## src/rtl/div_signed_by_unsigned_seq.sv

```systemverilog
// Sequential restoring divider: signed DW-bit dividend by unsigned BW-bit divisor.
// Produces one quotient bit per clock. The quotient is truncated toward zero and the
// remainder takes the sign of the dividend. Valid/ready handshake on both sides.
module div_signed_by_unsigned_seq #(
   parameter int unsigned DW = 7,
   parameter int unsigned BW = 3
) (
   input  logic          clk,
   input  logic          rst_n,
   input  logic          in_valid,
   output logic          in_ready,
   input  logic [DW-1:0] dividend,
   input  logic [BW-1:0] divisor,
   output logic          out_valid,
   input  logic          out_ready,
   output logic [DW-1:0] quotient,
   output logic [BW:0]   remainder,
   output logic          div_zero
);

   localparam int unsigned CW = (DW > 1) ? $clog2(DW) : 1;
   localparam logic [CW-1:0] LastIter = CW'(DW - 1);

   typedef enum logic [1:0] {StIdle, StCalc, StFix, StDone} state_e;

   state_e        state_q, state_d;
   logic          alive_q;              // low until the first edge after reset release
   logic          sign_q, sign_d;
   logic [DW-1:0] mag_q, mag_d;         // dividend magnitude; quotient bits shift in at the LSB
   logic [BW-1:0] div_q, div_d;
   logic [BW:0]   part_q, part_d;       // partial remainder
   logic [CW-1:0] cnt_q, cnt_d;
   logic [DW-1:0] quo_q, quo_d;
   logic [BW:0]   rem_q, rem_d;
   logic          dz_q, dz_d;
   logic          ov_q, ov_d;

   logic [BW:0]   shifted;
   logic          fits;
   logic [DW-1:0] dividend_abs;

   // The most negative dividend wraps to 2^(DW-1), which is its correct unsigned magnitude.
   assign dividend_abs = dividend[DW-1] ? -dividend : dividend;

   // Partial remainder is always below the divisor, so its top bit is zero before the shift.
   assign shifted = {part_q[BW-1:0], mag_q[DW-1]};
   assign fits    = (shifted >= {1'b0, div_q});

   assign in_ready  = (state_q == StIdle) && alive_q;
   assign out_valid = ov_q;
   assign quotient  = quo_q;
   assign remainder = rem_q;
   assign div_zero  = dz_q;

   // Next-state and datapath updates.
   always_comb begin
      state_d = state_q;
      sign_d  = sign_q;
      mag_d   = mag_q;
      div_d   = div_q;
      part_d  = part_q;
      cnt_d   = cnt_q;
      quo_d   = quo_q;
      rem_d   = rem_q;
      dz_d    = dz_q;
      ov_d    = ov_q;

      unique case (state_q)
         StIdle: begin
            if (in_valid && alive_q) begin
               sign_d = dividend[DW-1];
               mag_d  = dividend_abs;
               div_d  = divisor;
               part_d = '0;
               cnt_d  = '0;
               if (divisor == '0) begin
                  // Result is known at once; out_valid follows one edge later in StDone.
                  state_d = StDone;
                  dz_d    = 1'b1;
                  quo_d   = '0;
                  rem_d   = '0;
               end else begin
                  state_d = StCalc;
               end
            end
         end

         StCalc: begin
            part_d = fits ? (shifted - {1'b0, div_q}) : shifted;
            mag_d  = {mag_q[DW-2:0], fits};
            cnt_d  = cnt_q + CW'(1);
            if (cnt_q == LastIter) begin
               state_d = StFix;
            end
         end

         StFix: begin
            // Negating zero yields zero, so a zero remainder stays zero.
            quo_d   = sign_q ? -mag_q : mag_q;
            rem_d   = sign_q ? -part_q : part_q;
            dz_d    = 1'b0;
            ov_d    = 1'b1;
            state_d = StDone;
         end

         StDone: begin
            if (!ov_q) begin
               ov_d = 1'b1;
            end else if (out_ready) begin
               ov_d    = 1'b0;
               state_d = StIdle;
            end
         end

         default: state_d = StIdle;
      endcase
   end

   // State and datapath registers; reset discards any operation in flight.
   always_ff @(posedge clk or negedge rst_n) begin
      if (!rst_n) begin
         state_q <= StIdle;
         alive_q <= 1'b0;
         sign_q  <= 1'b0;
         mag_q   <= '0;
         div_q   <= '0;
         part_q  <= '0;
         cnt_q   <= '0;
         quo_q   <= '0;
         rem_q   <= '0;
         dz_q    <= 1'b0;
         ov_q    <= 1'b0;
      end else begin
         state_q <= state_d;
         alive_q <= 1'b1;
         sign_q  <= sign_d;
         mag_q   <= mag_d;
         div_q   <= div_d;
         part_q  <= part_d;
         cnt_q   <= cnt_d;
         quo_q   <= quo_d;
         rem_q   <= rem_d;
         dz_q    <= dz_d;
         ov_q    <= ov_d;
      end
   end

endmodule
```

## config.mk

```make
export PLATFORM = sky130hd
export DESIGN_NAME = div_signed_by_unsigned_seq
export DESIGN_NICKNAME = d
export VERILOG_FILES = /design/src/rtl/div_signed_by_unsigned_seq.sv
export SDC_FILE = /design/constraint.sdc
export NUM_CORES = 1
export LEC_CHECK = 0
export CELL_PAD_IN_SITES_DETAIL_PLACEMENT = 1
export CELL_PAD_IN_SITES_GLOBAL_PLACEMENT = 2
export CORE_UTILIZATION = 31
export CTS_CLUSTER_SIZE = 24
export DETAILED_ROUTE_END_ITERATION = 12
export MAX_ROUTING_LAYER = met4
export PLACE_DENSITY = 0.77
export SKIP_CTS_REPAIR_TIMING = 1
export SYNTH_ARGS = -nofsm -noshare
export SYNTH_HDL_FRONTEND = slang
export SYNTH_SLANG_ARGS = --single-unit
```

## constraint.sdc

```tcl
create_clock -name clk -period 4.4 [get_ports clk]
set_input_delay 0.44 -clock clk [delete_from_list [all_inputs] [get_ports clk]]
set_output_delay 0.44 -clock clk [all_outputs]
set_load 0.03 [all_outputs]
```

* After elaboration in Yosys (flattened, before gate mapping)
Index checks and enable logic that the tools add are counted.
** Cells by class
- Add/sub/neg operators :: 5
- $mul :: 0
- Div/mod/pow operators :: 0
- $lt $le $gt $ge :: 1
- Eq/ne operators :: 9
- Shifts and indexed selects :: 0
- Multiplexer cells :: 28
- Bitwise gates (word level) :: 0
- Reductions and logical operators :: 11
** Operator list (count)
- 7-bit 2-to-1 mux :: 5
- 7-bit case mux with 2 select lines :: 2
- 4-bit 2-to-1 mux :: 5
- 4-bit case mux with 2 select lines :: 2
- 7-bit negator :: 2
- 2-bit 2-to-1 mux :: 5
- 2-bit case mux with 4 select lines :: 1
- 2-bit != test, second input constant :: 3
- 3-bit case mux with 2 select lines :: 1
- 2-bit nonzero test :: 3
- 2-bit equality test, second input constant :: 2
- 4-bit by 3-bit >= comparator with 1-bit output :: 1
- 1-bit 2-to-1 mux :: 4
- 2-bit by 1-bit != test with 1-bit output, second input constant :: 2
- 4-bit negator :: 1
- 1-bit case mux with 2 select lines :: 2
- 2-bit AND reduction :: 2
- 4-bit AND reduction :: 1
- 4-bit by 3-bit subtractor with 4-bit output :: 1
- 3-bit by 1-bit adder with 3-bit output, second input constant :: 1
- 3-bit equality test, second input constant :: 1
- 3-bit logical NOT :: 1
- 3-bit 2-to-1 mux :: 1
- 3-bit AND reduction :: 1
- other kinds (3) :: 4
** Storage, ports and cells
- Bits in registers :: 34
- Bits in latches :: 0
- Memory bits (writable) :: 0
- Bits in read-only memories :: 0
- Bits of input ports :: 14
- Output and inout port bits :: 14
- Word-level logic and storage cells :: 65
- Memories kept :: 0

* Longest topological paths before layout
- Depth after elaboration :: 4
- Gate-level depth with buffers :: 8
- Depth with buffers taken out :: 8

* Least setup slack after synthesis
Ideal clock, no wire load.
- Kind :: flip-flop to flip-flop
- Start point :: reg mag_q[6]
- End point :: reg part_q[1]
- Library setup time :: 142 ps
- Arrival :: 1774 ps
- Data required time :: 4258 ps
- Setup slack :: 2484 ps
- Stages on the path, launching flop included :: 9
- Path buffers :: 0
- Clock period less this slack :: 1916 ps
- Path through :: dfrtp_1 -> inv_1 -> ha_1 -> inv_1 -> fa_1 -> a21o_1 -> a21boi_1 -> mux2i_1 -> o21ai_0
** Between the ends
- Cells in the longest elaborated chain, start to end :: 3
- Elaborated cells between the ends (all ways) :: 4
- Classes of those cells :: add/sub: 1; order compare: 1; mux: 2
** RTL lines
- start: declaration :: RTL line 29 : logic [DW-1:0] mag_q, mag_d;
- start signal: assignment :: RTL line 137 : mag_q <= mag_d;
- 4-bit by 3-bit subtractor with 4-bit output or 4-bit by 3-bit >= comparator with 1-bit output (tied branches) :: RTL line 89, 47
- 4-bit 2-to-1 mux (*) :: RTL line 89 : part_d = fits ? (shifted - {1'b0, div_q}) : shifted;
- 4-bit case mux with 2 select lines (*) :: RTL line 68 : unique case (state_q)
- end signal: assignment :: RTL line 139 : part_q <= part_d;
- end: declaration :: RTL line 31 : logic [BW:0] part_q, part_d;
Mark *: on every way between the ends. The rest lies on a longest branch, timed or not.
A chain may end at the register's enable or synchronous reset.

* Worst setup path after layout
- Start point :: reg state_q[0]
- End point :: out in_ready
** Between the ends
- Cells in the longest elaborated chain, start to end :: 2
** RTL lines
- start: declaration :: RTL line 26 : state_e state_q, state_d;
- start signal: assignment :: RTL line 122 : state_q <= StIdle;
- start signal: assignment :: RTL line 134 : state_q <= state_d;
- 2-bit logical NOT :: RTL line 49 : assign in_ready = (state_q == StIdle) && alive_q;
- 1-bit logical AND :: RTL line 49
- end: declaration :: RTL line 11 : output logic in_ready,
No other way between the ends.

==> out/results.tsv <==
metric	value	unit
finalCritPeriodShare	58.7	%
fp-row-count	29	
hold_start	quotient[1]$_DFFE_PN0P_	
worst_pin_slew	0.840	ns
dominantRegCellSynth	sky130_fd_sc_hd__dfrtp_1	
power.clock.fraction	12.9	%
ys_seq_elements	34	
setup_violations	0	
internal_power_contribution	1.05	mW
min_setup_slack_post_route	1.82	ns
clk-insertion-delay-late	0.28	ns
cp_max_fo	15	
cts.reportedPaths.clkPinSlew	0.07	ns
drt_pass1_iterations	4	
yosys.area_share.adder	8.97	%
postRouteAntennaNets	0	
setup_repair_after_global_routing_missed_its_margin	false	
dp_wirelength	3610	µm
synth-compound-area-share	21.1	%
chipHeight	83.0	µm
netlist_top_cells_count	sky130_fd_sc_hd__dfrtp_1, sky130_fd_sc_hd__nand2_1, sky130_fd_sc_hd__inv_1	
power.switching_fraction	44.0	%
power.density	759	nW/µm²
finalInstanceArea	2460	µm²
initial_core_util	32.1	%
area_growth	20.9	%
timing.setup.tns	0	ns
met1_length	2340	µm
net-switching-power	822	µW
area.sequential	851	µm²
cap_violations	0	
die_x	83.0	µm
post_dp_cell_area	2370	µm²
path_class	flop to output port	
wl_met3	84	µm
pwr-share-comb	54.3	%
worstSetupEndpointType	output port	
htree_num_levels	2	
grt_pass1_wl	8200	µm
synthTopCellsByArea	sky130_fd_sc_hd__dfrtp_1, sky130_fd_sc_hd__ha_1, sky130_fd_sc_hd__xnor2_1	
cp-start-kind	flop	
ant_cells	0	
ios	28	
drive_gt1_share	8.55	%
post-route-min-period	2.58	ns
worst_setup_path_startpoint	state_q[0]$_DFFE_PN0P_	
hold_class	flop to flop	
highest-signal-layer	met4	
synthesis.instances	207	
grt_max_degree	35	
place_worst_setup_slack	2.11	ns
finalNonFillerCells	311	
synth.yosys.seq_area_share	41.8	%
power	1.87	mW
hold-worst-slack	0.490	ns
detailedRoute.firstIterationViolations	109	
synth-edff-count	0	
finalHoldViolCount	0	
vdd_ir_drop_max	0.379	mV
multiInputGateArea	1080	µm²
antenna_violations_before_repair	0	
run_status	finished, final reports clean	
dr_total_vias	1596	
synth-warning-count	0	
synth_largest_area_cell	sky130_fd_sc_hd__dfrtp_1	
final-max-slew-violation-count	0	
final_core_util	38.8	%
clock-skew-final	0.00808	ns
gr-total-overflow	0	
cts_root_buffer	sky130_fd_sc_hd__clkbuf_8	
design.die.area	6890	µm²
max_clock_freq	387	MHz
timing.max_slew.rel_slack	44.0	%
placeableCoreArea	6350	µm²
nNetsFinal	261	
route.detailed.wl_per_inst	15.2	µm
reg2reg_from	state_q[0]$_DFFE_PN0P_	
critPathArrivalTime	2.14	ns
synthDistinctLibCells	46	
power.static_leakage	1.05	nW
tritoncts	built	
seq_power_share	32.8	%
routed-wl-met2	2260	µm
postSynthAreaPerCell	9.83	µm²
async_flop_share	100	%
synth_simple_gate_area_share	12.0	%
gr-usage-all-layers	15.3	%
synth_xor_xnor_area_share	4.73	%
drt_wl_total	4710	µm
hold-path-cell-count	1	
synth_area	2040	µm²
synth_top_area_share	41.8	%
placement.io_buffers	27	
reg2reg_path_depth	5	
postSynthNetCount	235	
timing.critical_path.required	3.96	ns
synth_mux_area_share	6.27	%
clock-sinks	34	
num-fill-cells	725	
synth_top_family_by_area	compound AO/OA/AOI/OAI gates	
placed_cells_incl_taps	303	
cts_max_path_buffers	2	
first_global_vias	1662	
routed_via_density	5.13	
most_common_cell_in_the_synthesized_netlist	sky130_fd_sc_hd__dfrtp_1	
cts_made_buffers	5	
post-route-drc-count	0	
place_congestion	0.760	
==> critical path, stage by stage, from the launching register on <==
cell	delay, ns
sky130_fd_sc_hd__dfrtp_1	0.40
sky130_fd_sc_hd__inv_1	0.12
sky130_fd_sc_hd__ha_1	0.48
sky130_fd_sc_hd__and2_1	0.20
sky130_fd_sc_hd__clkdlybuf4s50_1	0.66
==> per-layer routing <==
metal,vias to the layer above,track usage [%]
met1,777,20.6
met4,0,3.76
li1,798,-
met2,19,23.6
met5,-,-
met3,2,2.98
==> logic make-up (layout without fill, tap and decap cells) <==
group | Yosys count | count (layout)
compound gates | 64 | 64
flops | 34 | 34
simple gates | 47 | 47
mux | 12 | 12
fa+ha+maj | 14 | 14
other cells | 1 | 1
xor+xnor | 11 | 11
buf+inv | 24 | 51
==> power by group through the flow <==
stage               Clock, mW  Sequential (mW)  Combinational [mW]
floorplan                   0            0.655               0.691
global placement            0            0.616                1.00
detailed placement          0            0.624                1.02
CTS                     0.252            0.618                1.03
global route            0.266            0.646                1.13
finish                  0.240            0.613                1.01
==> state kept, by name (all words and copies together), names as in the netlist <==
| name | cells |
|---|---|
| quotient | 7 |
| alive_q | 1 |
| mag_q | 7 |
| cnt_q | 3 |
| sign_q | 1 |
| remainder | 4 |
| div_zero | 1 |
| div_q | 3 |
| part_q | 4 |
| state_q | 2 |
| out_valid | 1 |
==> cells in the final DEF (no fill, tap or decap), types with 7 or more instances in the layout <==
master                             n
sky130_fd_sc_hd__dfrtp_1          34
sky130_fd_sc_hd__clkdlybuf4s50_1  27
sky130_fd_sc_hd__nand2_1          19
sky130_fd_sc_hd__inv_1            15
sky130_fd_sc_hd__ha_1             13
sky130_fd_sc_hd__o21ai_0          12
sky130_fd_sc_hd__xnor2_1          11
sky130_fd_sc_hd__a21oi_1          10
sky130_fd_sc_hd__a22o_1            9
sky130_fd_sc_hd__o22ai_1           7
==> final timing paths <==
path	endpoint	slack, ns
worst min-delay path	quotient[1]$_DFFE_PN0P_	0.49
max in group asynchronous	cnt_q[2]$_DFFE_PN0P_	3.51
worst max-delay path	in_ready	1.82
worst min register to register	quotient[1]$_DFFE_PN0P_	0.49
worst max register to register	remainder[2]$_DFFE_PN0P_	2.17
min in group asynchronous	quotient[0]$_DFFE_PN0P_	0.57
==> layout make-up <==
class	instances	area share (%)
clock buffer	6	3.36
tap	77	3.91
inverter	15	2.29
sequential	34	34.6
multi-input combinational	149	44.1
timing repair buffer	28	11.3
clock inverter	2	0.508
Power figures use the tool's default switching activity.
